===== config.mk =====
export PLATFORM = sky130hd
export DESIGN_NAME = alu_seq
export DESIGN_NICKNAME = d
export VERILOG_FILES = /design/src/rtl/alu_seq.sv
export SDC_FILE = /design/constraint.sdc
export NUM_CORES = 1
export LEC_CHECK = 0
export ABC_CLOCK_PERIOD_IN_PS = 9800
export CORE_MARGIN = 8
export CORE_UTILIZATION = 32
export DETAILED_ROUTE_END_ITERATION = 10
export PLACE_DENSITY = 0.46
export SYNTH_ARGS = -nofsm -noshare
export SYNTH_HDL_FRONTEND = slang
export SYNTH_SLANG_ARGS = --single-unit
export TNS_END_PERCENT = 30

===== constraint.sdc =====
create_clock -name Clock -period 9.8 [get_ports Clock]
set_input_delay 1.96 -clock Clock [delete_from_list [all_inputs] [get_ports Clock]]
set_output_delay 1.96 -clock Clock [all_outputs]
set_load 0.005 [all_outputs]

===== src/rtl/alu_seq.sv =====
// alu_seq: WIDTH-bit ALU with single-cycle logic/arithmetic ops and
// iterative (one bit per cycle) shifts and shift-add multiply.
// Result and Z/N/C/V flags are registered and only change on a Done pulse.
module alu_seq #(
    parameter int WIDTH  = 16,
    parameter bit MUL_EN = 1'b1
) (
    input  logic             Clock,
    input  logic             Reset,
    input  logic             Start,
    input  logic [WIDTH-1:0] A,
    input  logic [WIDTH-1:0] B,
    input  logic             BInvert,
    input  logic [2:0]       Operation,
    output logic             Busy,
    output logic             Done,
    output logic [WIDTH-1:0] Result,
    output logic             Zero,
    output logic             Negative,
    output logic             Carry,
    output logic             Overflow
);

    localparam int SW = $clog2(WIDTH);
    // Counter must be able to hold WIDTH itself for the multiply.
    localparam int CW = SW + 1;

    localparam logic [2:0] OP_AND = 3'b000;
    localparam logic [2:0] OP_OR  = 3'b001;
    localparam logic [2:0] OP_XOR = 3'b010;
    localparam logic [2:0] OP_ADD = 3'b011;
    localparam logic [2:0] OP_SLT = 3'b100;
    localparam logic [2:0] OP_SLL = 3'b101;
    localparam logic [2:0] OP_SRA = 3'b110;
    localparam logic [2:0] OP_MUL = 3'b111;

    typedef enum logic [1:0] {
        S_IDLE  = 2'd0,
        S_SHIFT = 2'd1,
        S_MUL   = 2'd2
    } state_t;

    state_t             state_q, state_d;
    logic [WIDTH-1:0]   acc_q, acc_d;
    logic [WIDTH-1:0]   mcand_q, mcand_d;
    logic [WIDTH-1:0]   mplier_q, mplier_d;
    logic [CW-1:0]      count_q, count_d;
    logic               sra_q, sra_d;
    logic [WIDTH-1:0]   result_q, result_d;
    logic               zero_q, zero_d;
    logic               neg_q, neg_d;
    logic               carry_q, carry_d;
    logic               ovf_q, ovf_d;
    logic               done_q, done_d;

    // Single-cycle datapath, driven straight from the input operands at accept.
    logic [WIDTH-1:0]   mb;
    logic [WIDTH:0]     sum_ext;
    logic               add_v;
    logic [WIDTH-1:0]   diff;
    logic               slt_v;
    logic               slt_lt;
    logic [SW-1:0]      shamt;

    always_comb begin
        mb      = BInvert ? ~B : B;
        sum_ext = {1'b0, A} + {1'b0, mb} + {{WIDTH{1'b0}}, BInvert};
        add_v   = (A[WIDTH-1] == mb[WIDTH-1]) && (sum_ext[WIDTH-1] != A[WIDTH-1]);
        // SLT always subtracts true B, regardless of BInvert.
        diff    = A + ~B + WIDTH'(1);
        slt_v   = (A[WIDTH-1] != B[WIDTH-1]) && (diff[WIDTH-1] != A[WIDTH-1]);
        slt_lt  = diff[WIDTH-1] ^ slt_v;
        shamt   = B[SW-1:0];
    end

    // One iteration of the shifter and of the shift-add multiplier.
    logic [WIDTH-1:0]   shift_step;
    logic [WIDTH-1:0]   mul_step;

    always_comb begin
        shift_step = sra_q ? {acc_q[WIDTH-1], acc_q[WIDTH-1:1]}
                           : {acc_q[WIDTH-2:0], 1'b0};
        mul_step   = acc_q + (mplier_q[0] ? mcand_q : '0);
    end

    // Next-state and result-load logic; Result/flags are only loaded when an op finishes.
    logic               load_res;
    logic [WIDTH-1:0]   res_new;
    logic               c_new;
    logic               v_new;

    always_comb begin
        state_d  = state_q;
        acc_d    = acc_q;
        mcand_d  = mcand_q;
        mplier_d = mplier_q;
        count_d  = count_q;
        sra_d    = sra_q;
        result_d = result_q;
        zero_d   = zero_q;
        neg_d    = neg_q;
        carry_d  = carry_q;
        ovf_d    = ovf_q;
        done_d   = 1'b0;
        load_res = 1'b0;
        res_new  = '0;
        c_new    = 1'b0;
        v_new    = 1'b0;

        case (state_q)
            S_IDLE: begin
                if (Start) begin
                    case (Operation)
                        OP_AND: begin load_res = 1'b1; res_new = A & mb; end
                        OP_OR:  begin load_res = 1'b1; res_new = A | mb; end
                        OP_XOR: begin load_res = 1'b1; res_new = A ^ mb; end
                        OP_ADD: begin
                            load_res = 1'b1;
                            res_new  = sum_ext[WIDTH-1:0];
                            c_new    = sum_ext[WIDTH];
                            v_new    = add_v;
                        end
                        OP_SLT: begin
                            load_res = 1'b1;
                            res_new  = {{(WIDTH-1){1'b0}}, slt_lt};
                        end
                        OP_SLL, OP_SRA: begin
                            if (shamt == '0) begin
                                load_res = 1'b1;
                                res_new  = A;
                            end else begin
                                state_d = S_SHIFT;
                                acc_d   = A;
                                count_d = CW'(shamt);
                                sra_d   = (Operation == OP_SRA);
                            end
                        end
                        default: begin
                            if (MUL_EN) begin
                                state_d  = S_MUL;
                                acc_d    = '0;
                                mcand_d  = A;
                                mplier_d = B;
                                count_d  = CW'(WIDTH);
                            end else begin
                                load_res = 1'b1;
                                res_new  = '0;
                            end
                        end
                    endcase
                end
            end
            S_SHIFT: begin
                acc_d   = shift_step;
                count_d = count_q - CW'(1);
                if (count_q == CW'(1)) begin
                    load_res = 1'b1;
                    res_new  = shift_step;
                    state_d  = S_IDLE;
                end
            end
            S_MUL: begin
                acc_d    = mul_step;
                mcand_d  = {mcand_q[WIDTH-2:0], 1'b0};
                mplier_d = {1'b0, mplier_q[WIDTH-1:1]};
                count_d  = count_q - CW'(1);
                if (count_q == CW'(1)) begin
                    load_res = 1'b1;
                    res_new  = mul_step;
                    state_d  = S_IDLE;
                end
            end
            default: state_d = S_IDLE;
        endcase

        if (load_res) begin
            result_d = res_new;
            zero_d   = (res_new == '0);
            neg_d    = res_new[WIDTH-1];
            carry_d  = c_new;
            ovf_d    = v_new;
            done_d   = 1'b1;
        end
    end

    // State and output registers; reset clears everything and aborts any op.
    always_ff @(posedge Clock) begin
        if (Reset) begin
            state_q  <= S_IDLE;
            acc_q    <= '0;
            mcand_q  <= '0;
            mplier_q <= '0;
            count_q  <= '0;
            sra_q    <= 1'b0;
            result_q <= '0;
            zero_q   <= 1'b0;
            neg_q    <= 1'b0;
            carry_q  <= 1'b0;
            ovf_q    <= 1'b0;
            done_q   <= 1'b0;
        end else begin
            state_q  <= state_d;
            acc_q    <= acc_d;
            mcand_q  <= mcand_d;
            mplier_q <= mplier_d;
            count_q  <= count_d;
            sra_q    <= sra_d;
            result_q <= result_d;
            zero_q   <= zero_d;
            neg_q    <= neg_d;
            carry_q  <= carry_d;
            ovf_q    <= ovf_d;
            done_q   <= done_d;
        end
    end

    // Busy covers exactly the iterative cycles; it is low in the Done cycle.
    always_comb begin
        Busy     = (state_q != S_IDLE);
        Done     = done_q;
        Result   = result_q;
        Zero     = zero_q;
        Negative = neg_q;
        Carry    = carry_q;
        Overflow = ovf_q;
    end

endmodule


* After elaboration in Yosys (flattened, before gate mapping) *
Index checks and enable logic that the tools add are counted.
W data, S select, Z words.

word-level totals
  register bits after elaboration = 77
  bits in latches = 0
  memory bits (writable) = 0
  bits in read-only memories = 0
  output and inout bits = 22
  memories kept = 0

operators by class
  add/sub/neg operators = 6
  multipliers = 0
  divide/modulo/power cells = 0
  order comparisons = 0
  equal/unequal tests = 18
  shift-type cells = 0
  multiplexer cells = 40
  bitwise logic cells = 6
  reduce and logical (&&, ||, !) cells = 19

operators with widths
  cell                     number
  $mux W16                 13
  $pmux W16 S2             3
  $pmux W16 S3             2
  $pmux W16 S6             1
  $add A16 B16 Y16         2
  $pmux W5 S2              2
  $add A16 B16 Y17         1
  $add A17 B1 Y17          1
  $add A16 B1 Y16 const B  1
  $and A16 B16 Y16         1
  $logic_not A16 Y1        1
  $not A16 Y16             1
  $or A16 B16 Y16          1
  $reduce_and A4 Y1        4
  $xor A16 B16 Y16         1
  $mux W1                  10
  $mux W5                  2
  $eq A3 B3 Y1 const B     3
  $pmux W2 S2              2
  $reduce_or A7 Y1         1
  $eq A3 B2 Y1 const B     2
  $mux W2                  3
  $ne A2 B2 Y1 const B     3
  $reduce_bool A2 Y1       3
  20 further kinds         25

* Depth between registers and ports, before layout *
  depth after elaboration = 10
  depth in mapped cells = 20
  mapped depth without buffers = 20

* Least setup slack after synthesis *
OpenSTA, ideal clock, no wires.

  path type = input to register
  start = input B[1]
  end = register zero_q (netlist: Zero)
  library setup time = 0.096 ns
  data arrival time = 5.189 ns
  required time = 9.704 ns
  path slack = 4.515 ns
  stages on the path = 20
  buffers on the path = 0
  path through = inv_1 > ha_1 > a21o_1 > a21o_1 > a21oi_1 > nor2b_1 > o21ai_0 > a211o_1 > o21ai_0 > a21oi_1 > fa_1 > mux2_2 > o21ai_0 > o22ai_1 > a31oi_1 > a2bb2oi_1 > a31o_2 > nand4_1 > or4_1 > o41ai_2

between the ends
  word-level cells in the longest chain between the ends = 10

ends and longest elaborated chain
  what                  RTL line  RTL
  from (decl)           12        input logic [WIDTH-1:0] B,
  $not A16 Y16          66, 70
  $add A16 B16 Y16      70        diff = A + ~B + WIDTH'(1);
  $add A16 B1 Y16       70
  $ne A1 B1 Y1          71        slt_v = (A[WIDTH-1] != B[WIDTH-1]) && (diff[WIDTH-1] != A[WIDTH-1]);
  $logic_and A1 B1 Y1   71
  $xor A1 B1 Y1         72        slt_lt = diff[WIDTH-1] ^ slt_v;
  $pmux W16 S6          113       case (Operation)
  $mux W16              112       if (Start) begin
  $pmux W16 S3          110       case (state_q)
  $logic_not A16 Y1     178       zero_d = (res_new == '0);
  to (signal assigned)  209       zero_q <= zero_d;
  to (decl)             50        logic zero_q, zero_d;

Parallel ways exist; a longest one is shown, timed or not.
A chain may end at the register's enable or synchronous reset.

* Worst setup path in the final report *
Ends and elaborated chain as after synthesis.

==> run_results.csv <==
group,metric,value,unit
status,run_status,"complete, no violations",
power,p_total,1.389,mW
clock_tree,worst_setup_hold_path_clk_slew,0.07,ns
min_path,hold-path-endpoint,"Overflow",
critical_path,worstPathArrival,6.36,ns
final_layout,antenna_cells,0,
sta,grt_setup_unrepaired,"no",
routing,drt_iter0_markers,360,
logic_synthesis,post_synth_most_frequent_cells,"nor2_1 (97), dfxtp_1 (76), ha_1 (67), inv_1 (64), a211oi_1 (63)",
die,die_width,163.2,um
routing,detail_route.first_pass.iterations,5,
grt,grt_remaining_overflow,0,
logic_synthesis,synth_largest_type_area_fraction,0.2195,
routing,drc_errors,0,
logic_synthesis,ys_seq_elements,76,
logic_synthesis,yosysSeqAreaShare,0.2195,
clock_tree,ctsRootBufferMaster,"clkbuf_16",
grt,global_route_wire_length_before_repair,38040,um
die,floorplan.die_area,26620,um^2
place,final_gp_congestion,0.8431,
critical_path,r2r_setup_slack,5.92,ns
routing,dr_total_vias,6599,
critical_path,critPathCaptureType,"register",
min_path,worstHoldStart,"Overflow",
sta,timing.slew.headroom,0.3598,
logic_synthesis,asr_flop_ratio_synth,0,
die,start_util,0.3215,
sta,worst-slew-pin-transition,0.9593,ns
die,std_cell_rows,54,
critical_path,path_class,"primary input to register",
logic_synthesis,yosys.cell_count.top_type,"nor2_1",
logic_synthesis,synth_enable_flop_cells,0,
sta,fmax,0.1643,GHz
final_layout,layout.core_utilization,0.3756,
flow_run,timing.max_cap.violations,0,
logic_synthesis,synthDominantAreaCellType,"dfxtp_1",
final_layout,synth_to_layout_area_growth,16.81,%
clock_tree,insertion_delay,0.36,ns
grt,grt_usage,0.1841,
clock_tree,post_cts_buffers,0,
routing,detail_route.wl_per_cell,20.58,um
power,cellPowerDensity,171.6,nW/um^2
sta,hold_viol,0,
critical_path,required,10.07,ns
place,port_buffer_count,60,
final_layout,final_nets,1025,
sta,tns,0,ns
clock_tree,cts_made_buffers,9,
routing,final_wirelength,24710,um
final_layout,drive_above_1_share,0.05863,
critical_path,crit_start,"B[1]",
clock_tree,ctsHtreeMaxLevel,3,
final_layout,fillCellCount,2269,
critical_path,r2r_cells,11,
routing,drt-vias-per-instance,5.495,
clock_tree,cts_buffer_depth,2,
die,floorplan.io_pins,61,
logic_synthesis,postSynthCellCount,886,
grt,antenna_violations_before_repair,0,
power,total_leakage_power,3.227,nW
logic_synthesis,synth_cell_type_count,79,
logic_synthesis,syn_nets,995,
clock_tree,post_cts_hold_buffer_count,0,
min_path,worstHoldPathType,"register to register",
die,core_region_area,21550,um^2
logic_synthesis,synth.area.top_cells,"dfxtp_1 (22%), ha_1 (12%), a211oi_1 (6.8%)",
critical_path,critical_path.max_fanout,5,
routing,ant_nets,0,
sta,finalCritPeriodShare,0.6210,
grt,via_count_of_the_first_global_routing_pass,6318,
sta,setup_violations,0,
logic_synthesis,synthesis.area_per_instance,7.822,um^2
logic_synthesis,synthFlopType,"dfxtp_1",
critical_path,worstSetupStartpointType,"primary input",
place,dpl.hpwl,18620,um
min_path,min_path_cells,2,
power,ir_worst_vdd,97.58,uV
logic_synthesis,synth_warnings,0,
clock_tree,clock_sink_count,76,
grt,grt_start_max_net_pins,75,
die,die_y,163.2,um
sta,layout_min_cycle_time,6.086,ns
sta,fin_hold_ws,0.4533,ns
logic_synthesis,synthesis.area,6930,um^2
sta,worst_clock_skew,0.01301,ns
clock_tree,cts_resized,0,
clock_tree,tritoncts,"built",
critical_path,timing.rr.end,"Zero",
critical_path,worstReg2RegStart,"mplier_q[0]",
sta,maxSlewViolCount,0,
kinds of logic (layout without fill, tap and decap cells):
| family | after synthesis | count (layout) | synth area share |
|---|---|---|---|
| fa+ha+maj | 70 | 70 | 0.1296 |
| compound gates | 293 | 293 | 0.2966 |
| mux | 52 | 52 | 0.07709 |
| flops | 76 | 76 | 0.2195 |
| xor+xnor | 41 | 41 | 0.05182 |
| simple gates | 237 | 237 | 0.1591 |
| buf+inv | 117 | 152 | 0.06626 |
final cells by class:
class | count | area [um^2] | area share
timing repair buffer | 70 | 670.6 | 0.08284
clock buffer | 10 | 229.0 | 0.02828
sequential | 76 | 1521 | 0.1879
clock inverter | 6 | 86.33 | 0.01066
tap | 280 | 350.3 | 0.04328
inverter | 66 | 247.7 | 0.03060
multi-input combinational | 693 | 4990 | 0.6164
cell usage in the layout (no fill, tap or decap), types with 15 or more instances in the layout:
cell,netlist,final
xor2_1,27,27
o22ai_1,16,15
and2_1,18,18
nand2_1,54,54
clkdlybuf4s50_1,0,59
a21o_1,15,15
a22oi_1,19,19
o21ai_0,35,35
dfxtp_1,76,76
mux2i_1,43,43
a21oi_1,54,53
inv_1,64,64
nor2_1,97,95
a211oi_1,63,63
ha_1,67,66
state kept, by name, summed over array words and instances (netlist names):
name	cells
acc_q	16
Carry	1
state_q	2
mplier_q	16
Result	16
Zero	1
count_q	5
Done	1
sra_q	1
Overflow	1
mcand_q	16
worst max-delay path by stage:
stage / endpoint / cells after the start
after floorplan: Zero / 20
after global placement: Zero / 21
after detailed placement: Zero / 21
after CTS: Zero / 21
after global routing: Zero / 21
final: Zero / 21
layer usage:
| layer | GRT usage | vias to the layer above | share of wire |
|---|---|---|---|
| met3 | 0.02999 | 26 | 0.050 |
| met2 | 0.2909 | 175 | 0.45 |
| li1 | - | 3296 | - |
| met5 | 0 | - | 0 |
| met1 | 0.2525 | 3102 | 0.48 |
| met4 | 0.05338 | 0 | 0.020 |
report_power, final:
group | switching, mW | internal [mW] | total, mW
Sequential | 0.0498 | 0.362 | 0.412
Combinational | 0.358 | 0.241 | 0.599
Clock | 0.154 | 0.224 | 0.378
Total | 0.562 | 0.827 | 1.39
worst max-delay path: stages:
cell and delay, ns:
clkdlybuf4s50_1 0.61, inv_1 0.07, ha_1 0.28, a21o_1 0.10, a21o_1 0.11, a21oi_1 0.08, nor2b_1 0.10, o21ai_0 0.08
a211o_1 0.27, o21ai_0 0.15, a21oi_1 0.11, fa_1 0.36, mux2_2 0.26, o21ai_0 0.16, o22ai_1 0.11, a31oi_1 0.19
a2bb2oi_1 0.32, a31o_2 0.21, nand4_1 0.09, or4_1 0.54, o41ai_2 0.19
through the flow:
step,std cells,setup slack [ns],instance area (um^2)
floorplan,886,4.515,6930
global placement,1185,3.409,7780
detailed placement,1185,3.340,7780
CTS,1201,3.717,8095
global route,1201,3.437,8095
finish,1201,3.714,8095
Power figures use the tool's default switching activity.
